--- src/rtl/battle_pkg.sv ---
// Shared types and constants for the battle-grid blocks: grid geometry,
// cell coordinate types, the random-cell FSM states and the LFSR step.
package battle_pkg;

  localparam int GRID_COLS    = 20;
  localparam int GRID_ROWS    = 15;
  localparam int CELL_SIZE_PX = 32;

  typedef logic [4:0] cell_x_t;
  typedef logic [3:0] cell_y_t;

  typedef enum logic [2:0] {
    IDLE,
    DRAW,
    LOOKUP,
    CHECK,
    PRESENT
  } rcg_state_t;

  // One step of the 16-bit Fibonacci LFSR, x^16+x^14+x^13+x^11+1.
  function automatic logic [15:0] lfsr16_next(input logic [15:0] l);
    return {l[0] ^ l[2] ^ l[3] ^ l[5], l[15:1]};
  endfunction

endpackage

--- src/rtl/lfsr16.sv ---
// Free-running 16-bit LFSR; steps on every clock, restarts from SEED on reset.
module lfsr16
  import battle_pkg::*;
#(
  parameter logic [15:0] SEED = 16'hACE1
) (
  input  logic        clk,
  input  logic        resetN,
  output logic [15:0] q
);

  logic [15:0] lfsr_q;
  logic [15:0] lfsr_d;

  // Next LFSR value.
  always_comb begin
    lfsr_d = lfsr16_next(lfsr_q);
  end

  // LFSR state register.
  // NOTE: sequential state uses non-blocking assignments so every flop
  // samples the pre-edge value of its inputs regardless of block ordering.
  always_ff @(posedge clk or negedge resetN) begin
    if (!resetN) lfsr_q <= SEED;
    else         lfsr_q <= lfsr_d;
  end

  assign q = lfsr_q;

endmodule

--- src/rtl/random_cell_gen.sv ---
// Random grid-cell generator: on request or spawn-period expiry, draws LFSR
// candidates, rejects off-grid or occupied cells via a matrix lookup, and
// presents the first free cell (or a fallback) with a one-clock strobe.
module random_cell_gen
  import battle_pkg::*;
#(
  parameter int          COLS         = GRID_COLS,
  parameter int          ROWS         = GRID_ROWS,
  parameter logic [15:0] SEED         = 16'hACE1,
  parameter int          SPAWN_PERIOD = 10,
  parameter int          MAX_ATTEMPTS = 64,
  parameter int          FALLBACK_X   = 4,
  parameter int          FALLBACK_Y   = 4
) (
  input  logic       clk,
  input  logic       resetN,
  input  logic       one_sec,
  input  logic       spawnEn,
  input  logic       newRandom,
  input  logic       cellBlocked,
  output logic [4:0] queryX,
  output logic [3:0] queryY,
  output logic [4:0] outRandomX,
  output logic [3:0] outRandomY,
  output logic       randomRise,
  output logic       busy
);

  localparam cell_x_t FB_X = cell_x_t'(FALLBACK_X);
  localparam cell_y_t FB_Y = cell_y_t'(FALLBACK_Y);

  logic [15:0] lfsr;
  logic        lfsr_unused;
  cell_x_t     cand_x;
  cell_y_t     cand_y;
  logic        cand_in_range;

  rcg_state_t  state_q, state_d;
  logic [3:0]  sec_cnt_q, sec_cnt_d;
  logic [6:0]  attempts_q, attempts_d;
  cell_x_t     query_x_q, query_x_d;
  cell_y_t     query_y_q, query_y_d;
  cell_x_t     out_x_q, out_x_d;
  cell_y_t     out_y_q, out_y_d;

  logic [6:0]  att_inc;
  logic        att_exhausted;
  logic        period_end;
  logic        use_fallback;

  lfsr16 #(.SEED(SEED)) u_lfsr (
    .clk    (clk),
    .resetN (resetN),
    .q      (lfsr)
  );

  assign cand_x        = lfsr[4:0];
  assign cand_y        = lfsr[8:5];
  assign lfsr_unused   = ^lfsr[15:9];
  assign cand_in_range = (int'(cand_x) < COLS) && (int'(cand_y) < ROWS);

  // Attempt counter saturates instead of wrapping.
  assign att_inc       = (attempts_q == 7'h7F) ? attempts_q : attempts_q + 7'd1;
  assign att_exhausted = int'(att_inc) >= MAX_ATTEMPTS;
  assign period_end    = one_sec && (int'(sec_cnt_q) == SPAWN_PERIOD - 1);

  // Next-state and datapath updates for the search FSM.
  // NOTE: every always_comb output gets a default first so no path leaves a
  // signal unassigned, which would otherwise infer a latch.
  always_comb begin
    state_d      = state_q;
    sec_cnt_d    = sec_cnt_q;
    attempts_d   = attempts_q;
    query_x_d    = query_x_q;
    query_y_d    = query_y_q;
    out_x_d      = out_x_q;
    out_y_d      = out_y_q;
    use_fallback = 1'b0;

    if (state_q != IDLE && !spawnEn) begin
      // Disable aborts any search in progress without a strobe.
      state_d   = IDLE;
      sec_cnt_d = '0;
    end else begin
      unique case (state_q)
        IDLE: begin
          if (!spawnEn) begin
            sec_cnt_d = '0;
          end else if (newRandom || period_end) begin
            sec_cnt_d  = '0;
            attempts_d = '0;
            state_d    = DRAW;
          end else if (one_sec) begin
            sec_cnt_d = sec_cnt_q + 4'd1;
          end
        end
        DRAW: begin
          if (int'(attempts_q) >= MAX_ATTEMPTS) begin
            use_fallback = 1'b1;
          end else if (!cand_in_range) begin
            attempts_d   = att_inc;
            use_fallback = att_exhausted;
          end else begin
            query_x_d = cand_x;
            query_y_d = cand_y;
            state_d   = LOOKUP;
          end
        end
        LOOKUP: begin
          // Matrix read latency: occupancy is valid in the next cycle.
          state_d = CHECK;
        end
        CHECK: begin
          if (!cellBlocked) begin
            out_x_d = query_x_q;
            out_y_d = query_y_q;
            state_d = PRESENT;
          end else begin
            attempts_d   = att_inc;
            use_fallback = att_exhausted;
            state_d      = DRAW;
          end
        end
        PRESENT: begin
          sec_cnt_d = '0;
          state_d   = IDLE;
        end
        default: state_d = IDLE;
      endcase

      if (use_fallback) begin
        out_x_d = FB_X;
        out_y_d = FB_Y;
        state_d = PRESENT;
      end
    end
  end

  // FSM state, counters and coordinate registers.
  // NOTE: asynchronous active-low reset returns every register, including
  // the coordinate outputs, to a known value immediately.
  always_ff @(posedge clk or negedge resetN) begin
    if (!resetN) begin
      state_q    <= IDLE;
      sec_cnt_q  <= '0;
      attempts_q <= '0;
      query_x_q  <= FB_X;
      query_y_q  <= FB_Y;
      out_x_q    <= FB_X;
      out_y_q    <= FB_Y;
    end else begin
      state_q    <= state_d;
      sec_cnt_q  <= sec_cnt_d;
      attempts_q <= attempts_d;
      query_x_q  <= query_x_d;
      query_y_q  <= query_y_d;
      out_x_q    <= out_x_d;
      out_y_q    <= out_y_d;
    end
  end

  assign queryX     = query_x_q;
  assign queryY     = query_y_q;
  assign outRandomX = out_x_q;
  assign outRandomY = out_y_q;
  assign randomRise = (state_q == PRESENT);
  assign busy       = (state_q != IDLE);

endmodule

--- config.mk ---
export PLATFORM = sky130hd
export DESIGN_NAME = random_cell_gen
export DESIGN_NICKNAME = d
export VERILOG_FILES = /design/src/rtl/battle_pkg.sv /design/src/rtl/lfsr16.sv /design/src/rtl/random_cell_gen.sv
export SDC_FILE = /design/constraint.sdc
export NUM_CORES = 1
export LEC_CHECK = 0
export CAP_MARGIN = 5
export CELL_PAD_IN_SITES_DETAIL_PLACEMENT = 1
export CELL_PAD_IN_SITES_GLOBAL_PLACEMENT = 1
export CORE_MARGIN = 2
export CORE_UTILIZATION = 48
export DETAILED_ROUTE_END_ITERATION = 6
export PLACE_DENSITY = 0.94
export SYNTH_ARGS = -nofsm -noshare
export SYNTH_HDL_FRONTEND = slang
export SYNTH_SLANG_ARGS = --single-unit
export TNS_END_PERCENT = 1
--- constraint.sdc ---
create_clock -name clk -period 4.52 [get_ports clk]
set_input_delay 0.904 -clock clk [delete_from_list [all_inputs] [get_ports clk]]
set_output_delay 0.904 -clock clk [all_outputs]
set_load 0.02 [all_outputs]
# Word-level counts from Yosys, hierarchy flattened
# Index checks and enable logic that the tools add are counted.
[classes] n_lt_le_gt_ge=4 mux=31 n_reduce_logical=15 bitwise=5 n_eq_ne=17 add_sub_neg=2
[ops] cell="2-to-1 mux 7 bit" n=6
[ops] cell="2-to-1 mux 4 bit" n=7
[ops] cell="2-to-1 mux 3 bit" n=7
[ops] cell="case mux 7 bit (3 select lines)" n=1
[ops] cell="!= test 4 bit (second input constant)" n=4
[ops] cell="2-to-1 mux 5 bit" n=3
[ops] cell="greater-or-equal comparator 7 bit (second input constant)" n=2
[ops] cell="case mux 3 bit (4 select lines)" n=1
[ops] cell="!= test 2 bit (second input constant)" n=5
[ops] cell="nonzero test 3 bit" n=3
[ops] cell="case mux 4 bit (2 select lines)" n=1
[ops] cell="AND reduction 4 bit" n=2
[ops] cell="adder 7 x 1 -> 7 bit (second input constant)" n=1
[ops] cell="equality test 7 bit (second input constant)" n=1
[ops] cell="AND reduction 7 bit" n=1
[ops] cell="equality test 3 x 2 -> 1 bit (second input constant)" n=2
[ops] cell="< comparator 5 bit (second input constant)" n=1
[ops] cell="!= test 5 bit (second input constant)" n=1
[ops] cell="adder 4 x 1 -> 4 bit (second input constant)" n=1
[ops] cell="equality test 4 bit (second input constant)" n=1
[ops] cell="< comparator 4 bit (second input constant)" n=1
[ops] cell="2-to-1 mux 1 bit" n=4
[ops] cell="equality test 3 x 1 -> 1 bit (second input constant)" n=1
[ops] cell="equality test 3 bit (second input constant)" n=1
[ops] cell="11 further kinds" n=16
[totals] ff_bits=48 word_cells=82 out_inout_bits=20 in_bits=6

# Depth between registers and ports, before layout
# Gate-level depths: netlist (run 1).
[logic_depth] ltp_word=9 ltp_mapped=7 mapped_depth_nobuf=6

# Modules after synthesis
# A second synthesis (run 1) with hierarchy kept.
[hier_totals] cells_unflattened=202 area_unflattened_um2=2262.2
[by_module_without_submodules] module="random_cell_gen" n_inst=1 cells_each=168 area_per_inst_um2=1712.9 seq_area_each_um2=805.8
[by_module_without_submodules] module="lfsr16" n_inst=1 cells_each=34 area_per_inst_um2=549.3 seq_area_each_um2=410.4

# Worst setup path after synthesis (run 1)
# Ideal clock, no wire load.
[synth_timing] kind="register -> output" startpoint="reg state_q[0]" endpoint="out randomRise" slack_ps=2483 arrival_ps=1133 n_path_buf=1 required_ps=3616 stages_incl_launch_ff=3 cell_sequence="dfrtp_1 buf_6 nor3b_1"
[synth_between] elab_chain_len=1
[synth_lines] item="start, declared" line="random_cell_gen.sv:38" rtl="rcg_state_t state_q, state_d;"
[synth_lines] item="start signal, assigned" line="random_cell_gen.sv:152" rtl="state_q <= state_d;"
[synth_lines] item="equality test 3 bit" line="random_cell_gen.sv:166" rtl="assign randomRise = (state_q == PRESENT);"
[synth_lines] item="end, declared" line="random_cell_gen.sv:25" rtl="output logic randomRise,"
# Every way passes these cells.

# Worst setup path after layout (run 1)
[layout_timing] startpoint="reg state_q[1]" endpoint="out randomRise"
# The elaborated chain is that of the path after synthesis.

==> results_dict.tcl, run 1 <==
set metrics [dict create \
    cts.clk_slew.worst_paths_ns 0.10 \
    overflow 0 \
    fin_crit_sh 0.638 \
    hold_class "reg2reg" \
    synth_cells 176 \
    drive_above_1_share 0.202 \
    initialDrtViolationCount 102 \
    multiInputGateArea_um2 863 \
    status "completed" \
    layout.nets 212 \
    synth-xor-area-share 0.0121 \
    area_growth_pct 18.5 \
    hold_viol_final 0 \
    synth-compound-area-share 0.140 \
    gp_congestion 0.822 \
    power_frac_seq 0.483 \
    reg2reg_from "state_q[0]$_DFFE_PN0P_" \
    grt.met1_usage 0.284 \
    relSlewSlack 0.306 \
    required_ns 3.62 \
    viasPerCell 5.94 \
    synth_area_leaders "dfrtp_1, dfstp_2, mux2_2" \
    final-seq-area_um2 1220 \
    grt_antenna_before_repair 0 \
    firstDrtPassIters 4 \
    clkLatencyLatePin_ns 0.31 \
    postRouteAntennaNets 0 \
    port_buffers 25 \
    grt_max_degree 49 \
    cts.path.max_buffers 2 \
    fin_crit_ns 2.88 \
    ys_types 55 \
    cts_root_buf "clkbuf_8" \
    ys_ff_latch 48 \
    max-cap-violations 0 \
    cts_sinks 48 \
    cts_resized 0 \
    syn_nets 186 \
    htree_levels 2 \
    fillers 452 \
    cp_max_fo 14 \
    startpoint_type "flip-flop" \
    synth_edf_count 0 \
    p_leak_nw 1.16 \
    synth_simple_gate_area_share 0.158 \
    r2r_end "outRandomX[3]$_DFFE_PN0P_" \
    synthTopCellsByCount "dfrtp_1, nand2_1, dfstp_2, inv_1, mux2_2" \
    cp.arrival_ns 1.98 \
    power_switching_mw 0.274 \
    drt-wirelength-per-cell_um 19.7 \
    crit_type "reg2out" \
    worstMarginPinSlew_ns 1.04 \
    die_w_um 71.2 \
    tns_ns 0 \
    grt_pass1_vias 1591 \
    drv_slew 0 \
    met2_usage 0.378 \
    power_mw 1.02 \
    syn_avg_cell_area_um2 12.3 \
    reg2reg_slack_ns 2.57 \
    end_kind "primary output" \
    yosysMostFrequentCell "dfrtp_1" \
    hold_depth 0 \
    busiest_layer "met2" \
    worst_ir_drop_vdd_mv 0.196 \
    synth.cell_area_um2 2170 \
    synth_top_family_by_area "simple AND/OR/NAND/NOR gates" \
    grt_first_pass_wirelength_um 8550 \
    yosys.area_share.adder 0.0231 \
    n_antenna_cell 0 \
    synth_top_area_cell "dfrtp_1" \
    drc 0 \
    reg2reg_depth 4 \
    finalSetupViolCount 0 \
    drt_wl_total_um 5020 \
    switching_share 0.268 \
    max_freq_ghz 0.347 \
    die_area_um2 5070 \
    seq_area_frac_synth 0.561 \
    intPower_mw 0.748 \
    cts_tree "yes" \
    synth_top_area_frac 0.415 \
    synth_ff_type "dfrtp_1" \
    cts_setup_buffers 0 \
    grt_usage 0.222 \
    die_y_um 71.2 \
    combPwrFrac 0.146 \
    rsz0062_at_grt "no" \
    hpwl_um 3140 \
    start_util 0.498 \
    clock_skew_ns 0.0100 \
    powerDensity_nw_per_um2 398 \
    placementRows 24 \
    hold_buffers 0 \
    met3_usage 0.0422 \
    muxShareOfSynthArea 0.0652 \
    cts-buffers-inserted 5 \
    core_area_um2 4350 \
    ios 26 \
    async_flop_share 1.00 \
    holdCritStartpoint "u_lfsr.q[14]$_DFF_PN0_" \
    yosys_warnings 0 \
    pwr-share-clk 0.372 \
    hold_end "u_lfsr.q[13]$_DFF_PN1_" \
    vias 1514 \
]
## worst max path at each step
| stage | slack [ns] | from | to | cells after the start |
|---|---|---|---|---|
| floorplan | 2.48 | state_q[0]$_DFFE_PN0P_ | randomRise | 2 |
| global placement | 2.04 | one_sec | attempts_q[2]$_DFFE_PN0P_ | 5 |
| detailed placement | 2.00 | state_q[1]$_DFFE_PN0P_ | randomRise | 2 |
| CTS | 1.61 | state_q[1]$_DFFE_PN0P_ | randomRise | 2 |
| global route | 1.53 | state_q[1]$_DFFE_PN0P_ | randomRise | 2 |
| finish | 1.64 | state_q[1]$_DFFE_PN0P_ | randomRise | 2 |
## power groups by stage
stage          registers, mW  logic (mW)  clock network [mW]
3_5_place_dp           0.500       0.147                   0
4_1_cts                0.493       0.151               0.386
2_1_floorplan          0.499      0.0930                   0
3_3_place_gp           0.496       0.141                   0
5_1_grt                0.500       0.167               0.405
6_report               0.493       0.149               0.380
## cells in the final DEF, fill, tap and decap left out, types with 2 or more instances in the layout
cell and n:
and4_1 2, bufinv_16 2, mux2_2 9, a22oi_1 3, nor2_1 6, a41oi_1 2
dfrtp_1 36, xnor2_1 2, o21ai_0 4, mux2i_1 4, clkbuf_8 5, inv_1 11
a22o_1 8, nand4_1 2, dfstp_2 12, o22ai_1 2, nand3_1 4, nand2b_1 5
a31oi_1 2, clkdlybuf4s50_1 24, a21oi_1 5, nand2_1 14, and3_1 2, ha_1 4
## worst max-delay path, stage by stage, from the launching register on
cell	delay (ns)
dfrtp_1	0.59
nor3b_1	0.41
clkdlybuf4s50_1	0.67
## kinds of logic (layout without fill, tap and decap cells)
| kind of cell | after synthesis | in the layout |
|---|---|---|
| buffers and inverters | 17 | 44 |
| muxes | 13 | 13 |
| xor gates and xnor gates | 3 | 3 |
| adders and majority gates | 4 | 4 |
| and+or+nand+nor | 53 | 53 |
| AOI/OAI and AO/OA | 38 | 38 |
| DFF | 48 | 48 |
## per-layer routing
metal / routed length [µm] / vias up
li1: - / 684
met1: 2090 / 793
met2: 2700 / 28
met3: 136 / 9
met4: 93 / 0
met5: 0 / -
## stage by stage
step	setup slack [ns]	hold slack, ns	std cells	instance area, µm²	utilization
6_report	1.64	0.358	255	2570	0.590
3_3_place_gp	2.04	0.340	247	2430	0.558
4_1_cts	1.61	0.360	255	2570	0.590
5_1_grt	1.53	0.371	255	2570	0.590
3_5_place_dp	2.00	0.338	247	2430	0.558
2_1_floorplan	2.48	0.331	176	2170	-
## state kept, by name (all words and copies together) (netlist names)
register	count
attempts_q	7
outRandomX	5
outRandomY	4
queryX	5
queryY	4
sec_cnt_q	4
state_q	3
u_lfsr.q	16
## area by class of cell
type / count / area share
Clock buffer: 5 / 0.0268
Clock inverter: 3 / 0.0268
Multi-Input combinational cell: 111 / 0.336
Sequential cell: 48 / 0.473
Inverter: 11 / 0.0161
Timing Repair Buffer: 25 / 0.0955
Tap cell: 52 / 0.0253
(Power assumes the default switching activity.)
==> inputs of run 2 (changes only) <==
--- a/config.mk
+++ b/config.mk
@@ -9,9 +9,9 @@
 export CELL_PAD_IN_SITES_DETAIL_PLACEMENT = 1
 export CELL_PAD_IN_SITES_GLOBAL_PLACEMENT = 1
 export CORE_MARGIN = 2
-export CORE_UTILIZATION = 48
+export CORE_UTILIZATION = 44
 export DETAILED_ROUTE_END_ITERATION = 6
-export PLACE_DENSITY = 0.94
+export PLACE_DENSITY = 0.88
 export SYNTH_ARGS = -nofsm -noshare
 export SYNTH_HDL_FRONTEND = slang
 export SYNTH_SLANG_ARGS = --single-unit
==> constraint.sdc (replaced) <==
create_clock -name clk -period 2.8 [get_ports clk]
set_input_delay 0.56 -clock clk [delete_from_list [all_inputs] [get_ports clk]]
set_output_delay 0.56 -clock clk [all_outputs]
set_load 0.02 [all_outputs]
==> run 2 against run 1 <==
  * Sequential power rose by 61%
  * Utilization fell by 5.0 points
  * Worst hold slack got worse by 0.19 ns
  * First-iteration DRC count fell by 45%
  * Sequential cell count did not move
  * Critical path type unchanged
  * Largest power group unchanged
  * Highest routed layer unchanged
==> results_dict.tcl, run 2 (synthesis gave the netlist of run 1 again) <==
set metrics [dict create \
    status "completed" \
    powerDensity_nw_per_um2 577 \
    initialDrtViolationCount 56 \
    fin_crit_sh 0.896 \
    overflow 0 \
    hold_viol_final 0 \
    placementRows 25 \
    hold_buffers 0 \
    firstDrtPassIters 4 \
    cts_tree "yes" \
    gp_congestion 0.820 \
    n_antenna_cell 0 \
    ios 26 \
    reg2reg_slack_ns 0.88 \
    port_buffers 25 \
    final-seq-area_um2 1220 \
    grt_max_degree 32 \
    cp_max_fo 14 \
    vias 1531 \
    hpwl_um 3550 \
    viasPerCell 5.65 \
    cts-buffers-inserted 5 \
    layout_commonest_cell "dfrtp_1" \
    drive_above_1_share 0.206 \
    end_kind "primary output" \
    grt_pass1_vias 1603 \
    fin_hold_ws_ns 0.165 \
    finalSetupViolCount 0 \
    drt-wirelength-per-cell_um 18.3 \
    postRouteAntennaNets 0 \
    fillers 495 \
    worst_ir_drop_vdd_mv 0.301 \
    hold_class "in2async" \
    grt_antenna_before_repair 0 \
    crit_path_cell_trace "nor3b_1 > clkdlybuf4s50_1" \
    startpoint_type "flip-flop" \
    cp.arrival_ns 1.95 \
    fin_crit_ns 2.51 \
    area_growth_pct 17.6 \
    die_y_um 74.2 \
    crit_slowest_cell "clkdlybuf4s50_1" \
    largest_register_ff_count 16 \
    worstMarginPinSlew_ns 0.523 \
    cts_setup_buffers 0 \
    max-cap-violations 0 \
    cts_root_buf "clkbuf_8" \
    htree_levels 2 \
    layout.nets 213 \
    relSlewSlack 0.651 \
    core_area_um2 4720 \
    reg2reg_depth 5 \
    rsz0062_at_grt "no" \
    cts_sinks 48 \
    post-route-util 0.540 \
    p_leak_nw 1.15 \
    start_util 0.459 \
    required_ns 2.24 \
    grt_usage 0.210 \
    slowest_delay_ns 0.67 \
    drt_wl_total_um 4960 \
    die_w_um 74.2 \
    grt_first_pass_wirelength_um 8470 \
    drc 0 \
    drv_slew 0 \
    cts.path.max_buffers 2 \
    clock_skew_ns 0.00869 \
    crit_type "reg2out" \
    final_cell_mix "dfrtp_1, clkdlybuf4s50_1, nand2_1, dfstp_2, inv_1" \
    max_freq_ghz 0.398 \
    cts_resized 0 \
    multiInputGateArea_um2 863 \
    clkLatencyLatePin_ns 0.31 \
    tns_ns 0 \
    cts.clk_slew.worst_paths_ns 0.09 \
    die_area_um2 5510 \
]
## run 2: changes by cell type in the layout (fill, tap and decap cells not counted), sizes merged
cell / previous run / this run
bufinv: 2 / 0
clkinv: 0 / 2
inv: 12 / 11
clkbuf: 5 / 6
buf: 1 / 2
## run 2: final cells by class
cell class,count,share of cell area
clock buffers,6,0.0324
flip-flops and latches,48,0.477
well taps,67,0.0329
inverters,11,0.0162
repair buffers,26,0.0991
multi-input cells,111,0.339
clock inverters,2,0.00393
## run 2: per-stage QoR
step	setup WS [ns]	power, mW	cell area, µm²	instances
floorplan	1.11	0.955	2170	176
global placement	0.640	1.04	2460	263
detailed placement	0.604	1.05	2460	263
CTS	0.260	1.49	2550	271
global route	0.126	1.55	2550	271
finish	0.290	1.47	2550	271
## run 2: where the power goes
part           internal [mW]  switching (mW)  total, mW
clock network          0.197           0.237      0.434
logic                  0.106           0.136      0.243
registers              0.743          0.0526      0.796
## run 2: worst paths after layout
check                                            endpoint                      start
worst max-delay path                           randomRise     state_q[1]$_DFFE_PN0P_
worst min-delay path               state_q[2]$_DFFE_PN0P_                     resetN
worst max register to register  outRandomX[0]$_DFFE_PN0P_  attempts_q[1]$_DFFE_PN0P_
worst min register to register     u_lfsr.q[11]$_DFF_PN1_     u_lfsr.q[12]$_DFF_PN0_
max in group asynchronous       outRandomX[2]$_DFFE_PN1P_                     resetN
min in group clk                   u_lfsr.q[11]$_DFF_PN1_     u_lfsr.q[12]$_DFF_PN0_
## run 2: routing by layer
| layer | vias to the layer above | track usage | part of all wire |
|---|---|---|---|
| met5 | - | 0 | 0 |
| li1 | 689 | - | - |
| met1 | 803 | 0.288 | 0.45 |
| met4 | 0 | 0.0828 | 0.020 |
| met3 | 9 | 0.0542 | 0.040 |
| met2 | 30 | 0.321 | 0.49 |
## run 2: critical path, delay by kind of cell, from the launching register on
family        cells  cell delay [ns]
flops             1             0.58
simple gates      1             0.40
buf+inv           1             0.67
==> inputs of run 3 (changes only) <==
--- a/config.mk
+++ b/config.mk
@@ -8,10 +8,11 @@
 export CAP_MARGIN = 5
 export CELL_PAD_IN_SITES_DETAIL_PLACEMENT = 1
 export CELL_PAD_IN_SITES_GLOBAL_PLACEMENT = 1
-export CORE_MARGIN = 2
 export CORE_UTILIZATION = 44
+export CTS_CLUSTER_DIAMETER = 120
 export DETAILED_ROUTE_END_ITERATION = 6
 export PLACE_DENSITY = 0.88
+export SKIP_LAST_GASP = 1
 export SYNTH_ARGS = -nofsm -noshare
 export SYNTH_HDL_FRONTEND = slang
 export SYNTH_SLANG_ARGS = --single-unit
==> run 3 against run 2 <==
  * Global-route usage increased by 0.61 points
  * Largest cell class unchanged
  * Clock skew increased by 0.0011 ns
  * Critical endpoint unchanged
  * Sequential share of layout area decreased by 0.58 points
  * Register-to-register slack got worse by 0.07 ns
==> results_dict.tcl, run 3 (synthesis gave the netlist of run 1 again) <==
set metrics [dict create \
    pwr-share-clk 0.332 \
    cts.clk_slew.worst_paths_ns 0.10 \
    drv_slew 0 \
    end_kind "primary output" \
    slowest_delay_ns 0.67 \
    fin_crit_sh 0.894 \
    reg2reg_depth 5 \
    hold_class "in2async" \
    grt_usage 0.216 \
    overflow 0 \
    firstDrtPassIters 4 \
    place_area_um2 2460 \
    finalSetupViolCount 0 \
    n_antenna_cell 0 \
    power_frac_seq 0.510 \
    crit_path_cell_trace "nor3b_1 > clkdlybuf4s50_1" \
    startpoint_type "flip-flop" \
    crit_type "reg2out" \
    drive_above_1_share 0.210 \
    clock_skew_ns 0.00977 \
    die_w_um 72.2 \
    grt_antenna_before_repair 0 \
    required_ns 2.24 \
    intPower_mw 1.12 \
    clkLatencyLatePin_ns 0.31 \
    r2r_end "outRandomY[0]$_DFFE_PN0P_" \
    area_growth_pct 19.0 \
    startpoint "state_q[1]$_DFFE_PN0P_" \
    power_switching_mw 0.435 \
    cp.arrival_ns 1.94 \
    fin_crit_ns 2.50 \
    grt_max_degree 25 \
    largest_register_ff_count 16 \
    die_area_um2 5210 \
    layout_commonest_cell "dfrtp_1" \
    port_buffers 25 \
    worstMarginPinSlew_ns 0.548 \
    cts_sinks 48 \
    grt_first_pass_wirelength_um 8290 \
    layout.nets 214 \
    switching_share 0.280 \
    powerDensity_nw_per_um2 602 \
    drt-wirelength-per-cell_um 18.3 \
    relSlewSlack 0.635 \
    cts_root_buf "clkbuf_8" \
    gp_congestion 0.884 \
    tns_ns 0 \
    crit_slowest_cell "clkdlybuf4s50_1" \
    initialDrtViolationCount 54 \
    reg2reg_slack_ns 0.81 \
    viasPerCell 5.57 \
    placementRows 25 \
    ios 26 \
    hold_viol_final 0 \
    cp_max_fo 14 \
    vias 1514 \
    rsz0062_at_grt "no" \
    drt_wl_total_um 4970 \
    max-cap-violations 0 \
    cts_resized 0 \
    postRouteAntennaNets 0 \
    drc 0 \
    cts.path.max_buffers 2 \
    combPwrFrac 0.158 \
    max_freq_ghz 0.399 \
    htree_levels 2 \
    fillers 491 \
    start_util 0.459 \
    die_y_um 72.2 \
    status "completed" \
    hpwl_um 3560 \
    worst_ir_drop_vdd_mv 0.368 \
    hold_buffers 0 \
    reg2reg_from "attempts_q[0]$_DFFE_PN0P_" \
    final_cell_mix "dfrtp_1, clkdlybuf4s50_1, nand2_1, dfstp_2, inv_1" \
    crit_end "randomRise" \
    cts-buffers-inserted 5 \
    stdcell_area_um2 2580 \
    grt_pass1_vias 1571 \
    core_area_um2 4720 \
    cts_setup_buffers 0 \
    p_leak_nw 1.16 \
    cts_tree "yes" \
]
[run 3: worst max-delay path, delay by kind of cell (launching register included)]
family / cells / cell delay, ns
buffers and inverters: 1 / 0.67
flip-flops: 1 / 0.58
AND/OR/NAND/NOR: 1 / 0.39
[run 3: layout make-up]
cell class	count	area (µm²)	share of cell area
clock buffers	5	68.8	0.0267
repair buffers	27	260	0.101
clock inverters	3	47.5	0.0184
flip-flops and latches	48	1220	0.471
multi-input cells	111	863	0.334
well taps	67	83.8	0.0325
inverters	11	41.3	0.0160
[run 3: through the flow]
stage	setup WS [ns]	instances	total power [mW]	util	hold WS, ns
2_1_floorplan	1.11	176	0.955	-	0.264
3_3_place_gp	0.663	264	1.04	0.522	0.338
3_5_place_dp	0.639	264	1.05	0.522	0.339
4_1_cts	0.298	272	1.57	0.546	0.231
5_1_grt	0.239	272	1.62	0.546	0.267
6_report	0.296	272	1.55	0.546	0.220
[run 3: how the worst min path moves through the flow]
stage	start	endpoint	slack [ns]	cells past startpoint
final	resetN	outRandomX[3]$_DFFE_PN0P_	0.22	1
after floorplan	resetN	attempts_q[0]$_DFFE_PN0P_	0.26	0
after global routing	resetN	outRandomX[3]$_DFFE_PN0P_	0.27	1
after global placement	u_lfsr.q[14]$_DFF_PN0_	u_lfsr.q[13]$_DFF_PN1_	0.34	0
after detailed placement	u_lfsr.q[9]$_DFF_PN0_	u_lfsr.q[8]$_DFF_PN0_	0.34	0
after CTS	resetN	outRandomX[3]$_DFFE_PN0P_	0.23	1
[run 3: power by group through the flow]
| stage | clock (mW) | sequential (mW) | combinational (mW) |
|---|---|---|---|
| finish | 0.517 | 0.793 | 0.245 |
| global route | 0.547 | 0.801 | 0.271 |
| CTS | 0.524 | 0.793 | 0.249 |
| detailed placement | 0 | 0.805 | 0.245 |
| global placement | 0 | 0.802 | 0.236 |
| floorplan | 0 | 0.805 | 0.150 |
[run 3: routing by layer]
| metal | global-route usage | up-vias | part of all wire |
|---|---|---|---|
| li1 | - | 694 | - |
| met1 | 0.305 | 787 | 0.48 |
| met2 | 0.341 | 27 | 0.48 |
| met3 | 0.0417 | 6 | 0.026 |
| met4 | 0.0654 | 0 | 0.010 |
| met5 | 0 | - | 0 |
